==> config.mk <==
export PLATFORM = sky130hd
export DESIGN_NAME = wb_stage_regfile
export DESIGN_NICKNAME = d
export VERILOG_FILES = /design/src/rtl/mips_pkg.sv /design/src/rtl/regfile_2r1w.sv /design/src/rtl/wb_stage_regfile.sv
export SDC_FILE = /design/constraint.sdc
export NUM_CORES = 2
export LEC_CHECK = 0
export CORE_MARGIN = 2
export CORE_UTILIZATION = 35
export CTS_CLUSTER_SIZE = 20
export DETAILED_ROUTE_END_ITERATION = 10
export DONT_BUFFER_PORTS = 1
export GPL_TIMING_DRIVEN = 0
export PLACE_DENSITY = 0.59
export SYNTH_ARGS = -nofsm -noshare
export SYNTH_HDL_FRONTEND = slang
export SYNTH_SLANG_ARGS = --single-unit
==> constraint.sdc <==
create_clock -name clk -period 55.9 [get_ports clk]
set_clock_uncertainty 0.2 [all_clocks]
set_input_delay 11.18 -clock clk [delete_from_list [all_inputs] [get_ports clk]]
set_output_delay 11.18 -clock clk [all_outputs]
set_load 0.05 [all_outputs]
==> src/rtl/mips_pkg.sv <==
// mips_pkg: definitions shared by the MEM/WB boundary, the write-back stage,
// and the EX forwarding unit.
//   DATA_W / ADDR_W   : default datapath and register-index widths
//   WB_REGWRITE_BIT   : bit of the 2-bit MEM/WB control word that enables the write
//   WB_MEMTOREG_BIT   : bit that selects load data over the ALU result
//   REG_ZERO          : index of the hardwired-zero register
package mips_pkg;

  localparam int DATA_W = 32;
  localparam int ADDR_W = 5;

  localparam int WB_REGWRITE_BIT = 1;
  localparam int WB_MEMTOREG_BIT = 0;

  localparam logic [ADDR_W-1:0] REG_ZERO = 5'd0;

  // Write-back data select: load data when MemtoReg is set, otherwise ALU result.
  function automatic logic [DATA_W-1:0] wb_select(input logic            mem_to_reg,
                                                  input logic [DATA_W-1:0] load_data,
                                                  input logic [DATA_W-1:0] alu_data);
    return mem_to_reg ? load_data : alu_data;
  endfunction

endpackage

==> src/rtl/regfile_2r1w.sv <==
// regfile_2r1w: 2-read / 1-write register file with hardwired-zero entry 0.
//   clk, reset         : rising-edge clock, asynchronous active-high clear
//   we, waddr, wdata   : synchronous write port (writes to index 0 are dropped)
//   raddr_a, raddr_b   : combinational read indices
//   rdata_a, rdata_b   : array contents (no bypass); index 0 always reads 0
module regfile_2r1w
  import mips_pkg::*;
#(
  parameter int DATA_W   = mips_pkg::DATA_W,
  parameter int ADDR_W   = mips_pkg::ADDR_W,
  parameter int NUM_REGS = 2 ** ADDR_W
) (
  input  logic              clk,
  input  logic              reset,
  input  logic              we,
  input  logic [ADDR_W-1:0] waddr,
  input  logic [DATA_W-1:0] wdata,
  input  logic [ADDR_W-1:0] raddr_a,
  input  logic [ADDR_W-1:0] raddr_b,
  output logic [DATA_W-1:0] rdata_a,
  output logic [DATA_W-1:0] rdata_b
);

  logic [DATA_W-1:0] regs [NUM_REGS];

  always_ff @(posedge clk or posedge reset) begin
    if (reset) begin
      for (int i = 0; i < NUM_REGS; i++) begin
        regs[i] <= '0;
      end
    end else if (we && (waddr != REG_ZERO)) begin
      regs[waddr] <= wdata;
    end
  end

  // Entry 0 is never written, but mask it anyway so $zero reads 0 by construction.
  always_comb begin
    rdata_a = (raddr_a == REG_ZERO) ? '0 : regs[raddr_a];
    rdata_b = (raddr_b == REG_ZERO) ? '0 : regs[raddr_b];
  end

endmodule

==> src/rtl/wb_stage_regfile.sv <==
// wb_stage_regfile: write-back stage of the MEM/WB boundary plus register file.
//   clk, reset                  : rising-edge clock, asynchronous active-high reset
//   wb_ctrl                     : [1]=RegWrite, [0]=MemtoReg
//   read_data, alu_result       : MEM/WB load data and ALU result
//   wb_dest                     : MEM/WB destination register index
//   rs_addr, rt_addr            : ID-stage read indices
//   rs_data, rt_data            : read data with same-cycle write bypass
//   fwd_valid/fwd_dest/fwd_data : WB forwarding tap for the EX forwarding unit
//   commit_count                : number of committed register writes (wraps)
module wb_stage_regfile
  import mips_pkg::*;
#(
  parameter int DATA_W   = mips_pkg::DATA_W,
  parameter int ADDR_W   = mips_pkg::ADDR_W,
  parameter int NUM_REGS = 2 ** ADDR_W,
  parameter int CNT_W    = 32
) (
  input  logic              clk,
  input  logic              reset,
  input  logic [1:0]        wb_ctrl,
  input  logic [DATA_W-1:0] read_data,
  input  logic [DATA_W-1:0] alu_result,
  input  logic [ADDR_W-1:0] wb_dest,
  input  logic [ADDR_W-1:0] rs_addr,
  input  logic [ADDR_W-1:0] rt_addr,
  output logic [DATA_W-1:0] rs_data,
  output logic [DATA_W-1:0] rt_data,
  output logic              fwd_valid,
  output logic [ADDR_W-1:0] fwd_dest,
  output logic [DATA_W-1:0] fwd_data,
  output logic [CNT_W-1:0]  commit_count
);

  logic [DATA_W-1:0] wr_data;
  logic              wr_en;
  logic [DATA_W-1:0] raw_a;
  logic [DATA_W-1:0] raw_b;

  assign wr_data = wb_select(wb_ctrl[WB_MEMTOREG_BIT], read_data, alu_result);

  // Reset gates the write so neither the bypass nor the forwarding tap can
  // leak a value while the file is being cleared.
  assign wr_en = !reset && wb_ctrl[WB_REGWRITE_BIT] && (wb_dest != REG_ZERO);

  regfile_2r1w #(
    .DATA_W   (DATA_W),
    .ADDR_W   (ADDR_W),
    .NUM_REGS (NUM_REGS)
  ) u_regfile (
    .clk     (clk),
    .reset   (reset),
    .we      (wr_en),
    .waddr   (wb_dest),
    .wdata   (wr_data),
    .raddr_a (rs_addr),
    .raddr_b (rt_addr),
    .rdata_a (raw_a),
    .rdata_b (raw_b)
  );

  // Bypass: the write landing at this edge is already visible on the read
  // ports. wr_en excludes $zero, so index 0 falls through to the masked read.
  always_comb begin
    rs_data = (wr_en && (rs_addr == wb_dest)) ? wr_data : raw_a;
    rt_data = (wr_en && (rt_addr == wb_dest)) ? wr_data : raw_b;
  end

  assign fwd_valid = wr_en;
  assign fwd_dest  = wb_dest;
  assign fwd_data  = reset ? '0 : wr_data;

  // Wraps silently at 2**CNT_W.
  always_ff @(posedge clk or posedge reset) begin
    if (reset) begin
      commit_count <= '0;
    end else if (wr_en) begin
      commit_count <= commit_count + 1'b1;
    end
  end

endmodule

# Yosys cells after proc, flatten, opt, wreduce, memory -nomap -nowiden
# Index checks and enable logic that the tools add are counted.
[op_classes]
addsub = 1
multipliers = 0
n_div = 0
order_cmp = 4
n_eq_ne = 2
shift = 0
mux = 15
bitwise_logic = 3
n_reduce_logical = 10
[op_table]
columns = ["cell", "count"]
rows = [
  ["1024-bit bitwise mux", 1],
  ["32-bit 2-to-1 mux", 11],
  ["32-bit binary-select mux with 5-bit select", 2],
  ["32-bit demux with 5-bit select", 1],
  ["32-bit by 1-bit adder with 32-bit output (second input constant)", 1],
  ["6-bit greater-or-equal comparator (second input constant)", 3],
  ["5-bit NOT with 6-bit output", 3],
  ["5-bit equality test", 2],
  ["5-bit zero test", 2],
  ["1-bit logical AND", 6],
  ["6-bit by 1-bit < comparator with 1-bit output (second input constant)", 1],
  ["5-bit nonzero test", 1],
  ["1-bit zero test", 1],
]
[word_totals]
reg_bits = 1056
latchBits = 0
ramBits = 0
rom_bits = 0
out_inout_bits = 134
word_cells = 68
n_memories = 0

# Logic depth before layout (Yosys ltp)
[depth]
depth_word = 6
mapped_depth = 10

# Modules after synthesis
# A second synthesis with hierarchy kept.
[unflattened]
cells_unflattened = 4004
hier_area_um2 = 58128.2
[by_module_without_submodules]
columns = ["module", "instances", "cells_per_inst", "area_each_um2"]
rows = [
  ["regfile_2r1w", 1, 3692, 54711.2],
  ["wb_stage_regfile", 1, 312, 3417.0],
]

# Worst setup path after synthesis
# No wires, ideal clock.
[synth_path]
kind = "input-to-output"
start = "input port wb_dest[0]"
end = "output port rt_data[10]"
t_arrival_ps = 13360
required_time_ps = 44520
setup_slack_ps = 31160
stages = 8
path_buffers = 3
cell_sequence = "buf_2 nor2_1 a21oi_2 buf_2 nand3_1 nand2_1 buf_2 o221ai_1"
[synth_via]
elab_chain_len = 4
elab_cells_between_ends = 5
classes_between = "1 x eq/ne; 1 x mux; 3 x reduce/logical"
[synth_lines]
columns = ["item", "line", "rtl"]
rows = [
  ["from (decl)", "wb_stage_regfile.sv:23", "input logic [ADDR_W-1:0] wb_dest,"],
  ["5-bit nonzero test", "wb_stage_regfile.sv:43", "assign wr_en = !reset && wb_ctrl[WB_REGWRITE_BIT] && (wb_dest != REG_ZERO);"],
  ["1-bit logical AND", "wb_stage_regfile.sv:43", ""],
  ["net fwd_valid", "wb_stage_regfile.sv:28", "output logic fwd_valid,"],
  ["1-bit logical AND", "wb_stage_regfile.sv:65", "rt_data = (wr_en && (rt_addr == wb_dest)) ? wr_data : raw_b;"],
  ["32-bit 2-to-1 mux", "wb_stage_regfile.sv:65", ""],
  ["to (decl)", "wb_stage_regfile.sv:27", "output logic [DATA_W-1:0] rt_data,"],
]
# The timed path passes the listed nets, and every way through them passes these cells.

# Worst setup path in the final report
[layout_path]
start = "input port rs_addr[3]"
end = "output port rs_data[26]"
[layout_via]
elab_chain_len = 6
elab_cells_between_ends = 9
classes_between = "1 x eq/ne; 5 x mux; 1 x bitwise; 2 x reduce/logical"
[layout_lines]
columns = ["item", "line", "rtl"]
rows = [
  ["from (decl)", "wb_stage_regfile.sv:24", "input logic [ADDR_W-1:0] rs_addr,"],
  ["5-bit NOT with 6-bit output (not written as such)", "regfile_2r1w.sv:38", "rdata_a = (raddr_a == REG_ZERO) ? '0 : regs[raddr_a];"],
  ["32-bit binary-select mux with 5-bit select", "regfile_2r1w.sv:38", ""],
  ["32-bit 2-to-1 mux (not written as such) (2 in series)", "regfile_2r1w.sv:38", ""],
  ["32-bit 2-to-1 mux", "regfile_2r1w.sv:38", ""],
  ["32-bit 2-to-1 mux *", "wb_stage_regfile.sv:64", "rs_data = (wr_en && (rs_addr == wb_dest)) ? wr_data : raw_a;"],
  ["to (decl)", "wb_stage_regfile.sv:26", "output logic [DATA_W-1:0] rs_data,"],
]
# Every way passes the cells marked *; elsewhere a longest branch is shown, timed or not. The select of a mux whose other input is x is not followed.

==> impl_metrics.toml <==
[setup_path]
r2r_slack_ps = 53210
worstReg2RegEnd = "commit_count[18]$_DFFE_PP0P_"
crit_path_max_fanout = 10
critPathArrivalTime_ps = 15310
cp_slowest_cell = "o221ai_1"
critPathRequiredTime_ps = 44520
crit_path_max_incr_delay_ps = 1140
critPathMostFrequentCell = "buf_2"
r2r_cells = 5
start_kind = "input pin"
end_kind = "output port"
crit_chain = "buf_2 > buf_2 > buf_2 > clkbuf_1 > o21ai_0 > o221ai_1"
worstReg2RegStart = "commit_count[3]$_DFFE_PP0P_"
worstSetupPathType = "in2out"

[power]
p_leak_nw = 26.29
peakVddDrop_v = 0.00003299
total_power_mw = 2.361
power-per-cell-area_nw_per_um2 = 38.05

[placement]
dpl.hpwl_mm = 190.2
portBuffers = 0
pre_cts_slack_ps = 29470
placedCellCount = 7008
dpl-instance-area_um2 = 57950
gp_congestion = 1.028

[sta]
period_minus_slack_ps = 26690
fin_ws_ps = 29210
fin_hold_ws_ps = 280.4
max-slew-margin-rel = -0.07467
hold_viol_final = 0
tightest_slew_ps = 1567
finalMaxSlewViolations = 17
tns_ps = 0
setup_viol = 0
finalCritPeriodShare = 0.4775
fmaxAchievable_ghz = 0.03746
rsz0062_at_grt = "false"

[clock_tree]
h-tree-depth = 3
ctsHoldBuffers = 0
cts-root-buf = "clkbuf_16"
cts_buffer_depth = 3
cts_buffers = 114
cts.sinks = 1056
path_clk_slew_ps = 60
postCtsSetupRepairBufs = 0
cts_resized = 0
clk_latency_ps = 750
cts_tree = "done"

[cells_and_area]
fillers = 15113
nets = 5154
final_cells = 7233
most-common-layout-cells = "dfrtp_1, nor2_1, a21oi_1"
area_growth_pct = 13.00
finalCoreUtilization = 0.3978
layout_commonest_cell = "dfrtp_1"
finish.instance_area_um2 = 62060
drive_gt1_frac = 0.2109

[routing]
wl_per_cell_um = 35.07
vias_per_cell = 6.407
drtPass1Iterations = 6
postRouteAntennaNets = 0
drt_iter0_drc = 7334
via_count = 46343
wl_mm = 253.6
route.detailed.drc = 0

[yosys]
ys_seq_elements = 1056
syn_area_per_cell_um2 = 11.14
syn_area_um2 = 54920
synth-edff-count = 0
yosys_warnings = 0
ys_seq_area_frac = 0.4811
synth-async-reset-ratio = 1.000
synthCells = 4931
yosysUniqueCellTypes = 59
syn_nets = 5015
synthFlopType = "dfrtp_1"

[floorplan]
rows = 145
die_w_um = 400.1
ios = 217
dieArea_um2 = 160100
initial_core_util = 0.3520
core_area_um2 = 156000
fp.dieH_um = 400.1

[global_routing]
met3_usage = 0.1160
gr-usage-met2 = 0.4502
track_usage = 0.3134
grt_busiest_layer = "met2"
met1_usage = 0.4074
grt_pass1_vias = 44460
grt_first_pass_wirelength_mm = 350.7
antenna_found_initial = 17
grt_max_degree = 128
grt.overflow.total = 0

[worst_hold_path]
holdCritPathClass = "reg2reg"
hold_path_depth = 1
min_to = "u_regfile.regs[1014]$_DFFE_PP0P_"
min_from = "u_regfile.regs[1014]$_DFFE_PP0P_"

[flow_run]
drv_cap = 6

[run_status]
outcome = "finished with violations"
violations = "max-capacitance violations, max-slew violations"
[area by class of cell]
| type | instances | area (µm²) | area share |
|---|---|---|---|
| sequential | 1056 | 26430 | 0.4258 |
| buffer | 536 | 2492 | 0.04016 |
| timing repair buffer | 23 | 411.6 | 0.006633 |
| antenna | 12 | 30.03 | 0.0004839 |
| clock buffer | 166 | 3393 | 0.05468 |
| multi-input combinational | 3334 | 26110 | 0.4207 |
| inverter | 5 | 26.28 | 0.0004234 |
| tap | 2058 | 2575 | 0.04149 |
| clock inverter | 43 | 598.1 | 0.009637 |
[report_power, final]
| group | switching, mW | internal (mW) | total, mW |
|---|---|---|---|
| logic | 0.312 | 0.214 | 0.526 |
| clock network | 0.342 | 0.483 | 0.825 |
| registers | 0.120 | 0.891 | 1.01 |
| total | 0.774 | 1.59 | 2.36 |
[sequential cells by signal, summed over array words and instances (netlist names)]
register        cells
commit_count       32
u_regfile.regs   1024
[worst max-delay path by stage]
stage	startpoint	slack, ps	to	cells past startpoint
final	rs_addr[3]	29210	rs_data[26]	6
after global routing	rs_addr[0]	29310	rs_data[8]	9
after CTS	rs_addr[0]	29460	rs_data[27]	8
after detailed placement	rs_addr[0]	29470	rs_data[27]	8
after global placement	reset	1510	u_regfile.regs[982]$_DFFE_PP0P_	3
after floorplan	reset	14510	commit_count[0]$_DFFE_PP0P_	3
[cell usage after synthesis, types with 42 or more instances]
master	number	share of area
nor2_1	644	0.044
o21ai_0	411	0.037
mux2_2	124	0.025
dfrtp_1	1056	0.48
a22oi_1	52	0.0071
o221ai_1	42	0.0067
mux2i_1	110	0.020
clkbuf_1	290	0.020
a21oi_1	576	0.052
mux4_2	472	0.19
nand2_1	533	0.036
buf_2	184	0.017
a22o_1	45	0.0072
[layer usage]
layer  part of all wire  vias to the layer above
li1                   -                    18222
met1               0.38                    23988
met2               0.42                     3378
met3               0.13                      737
met4              0.066                       18
met5            0.00041                        -
[logic make-up (layout without fill, tap and decap cells)]
| logic type | after synthesis | after routing | synth area share |
|---|---|---|---|
| adders and majority gates | 1 | 1 | 0.0002278 |
| other | 0 | 12 | 0 |
| DFF | 1056 | 1056 | 0.4811 |
| xor gates and xnor gates | 41 | 41 | 0.006538 |
| and+or+nand+nor | 1325 | 1325 | 0.09778 |
| AOI/OAI and AO/OA | 1261 | 1261 | 0.1296 |
| muxes | 706 | 706 | 0.2390 |
| buffers and inverters | 541 | 773 | 0.04568 |
[critical path: cells and delay by family]
| family | cells | cell delay, ps |
|---|---|---|
| buf+inv | 4 | 2530 |
| compound gates | 2 | 1580 |
(Power assumes the default switching activity.)
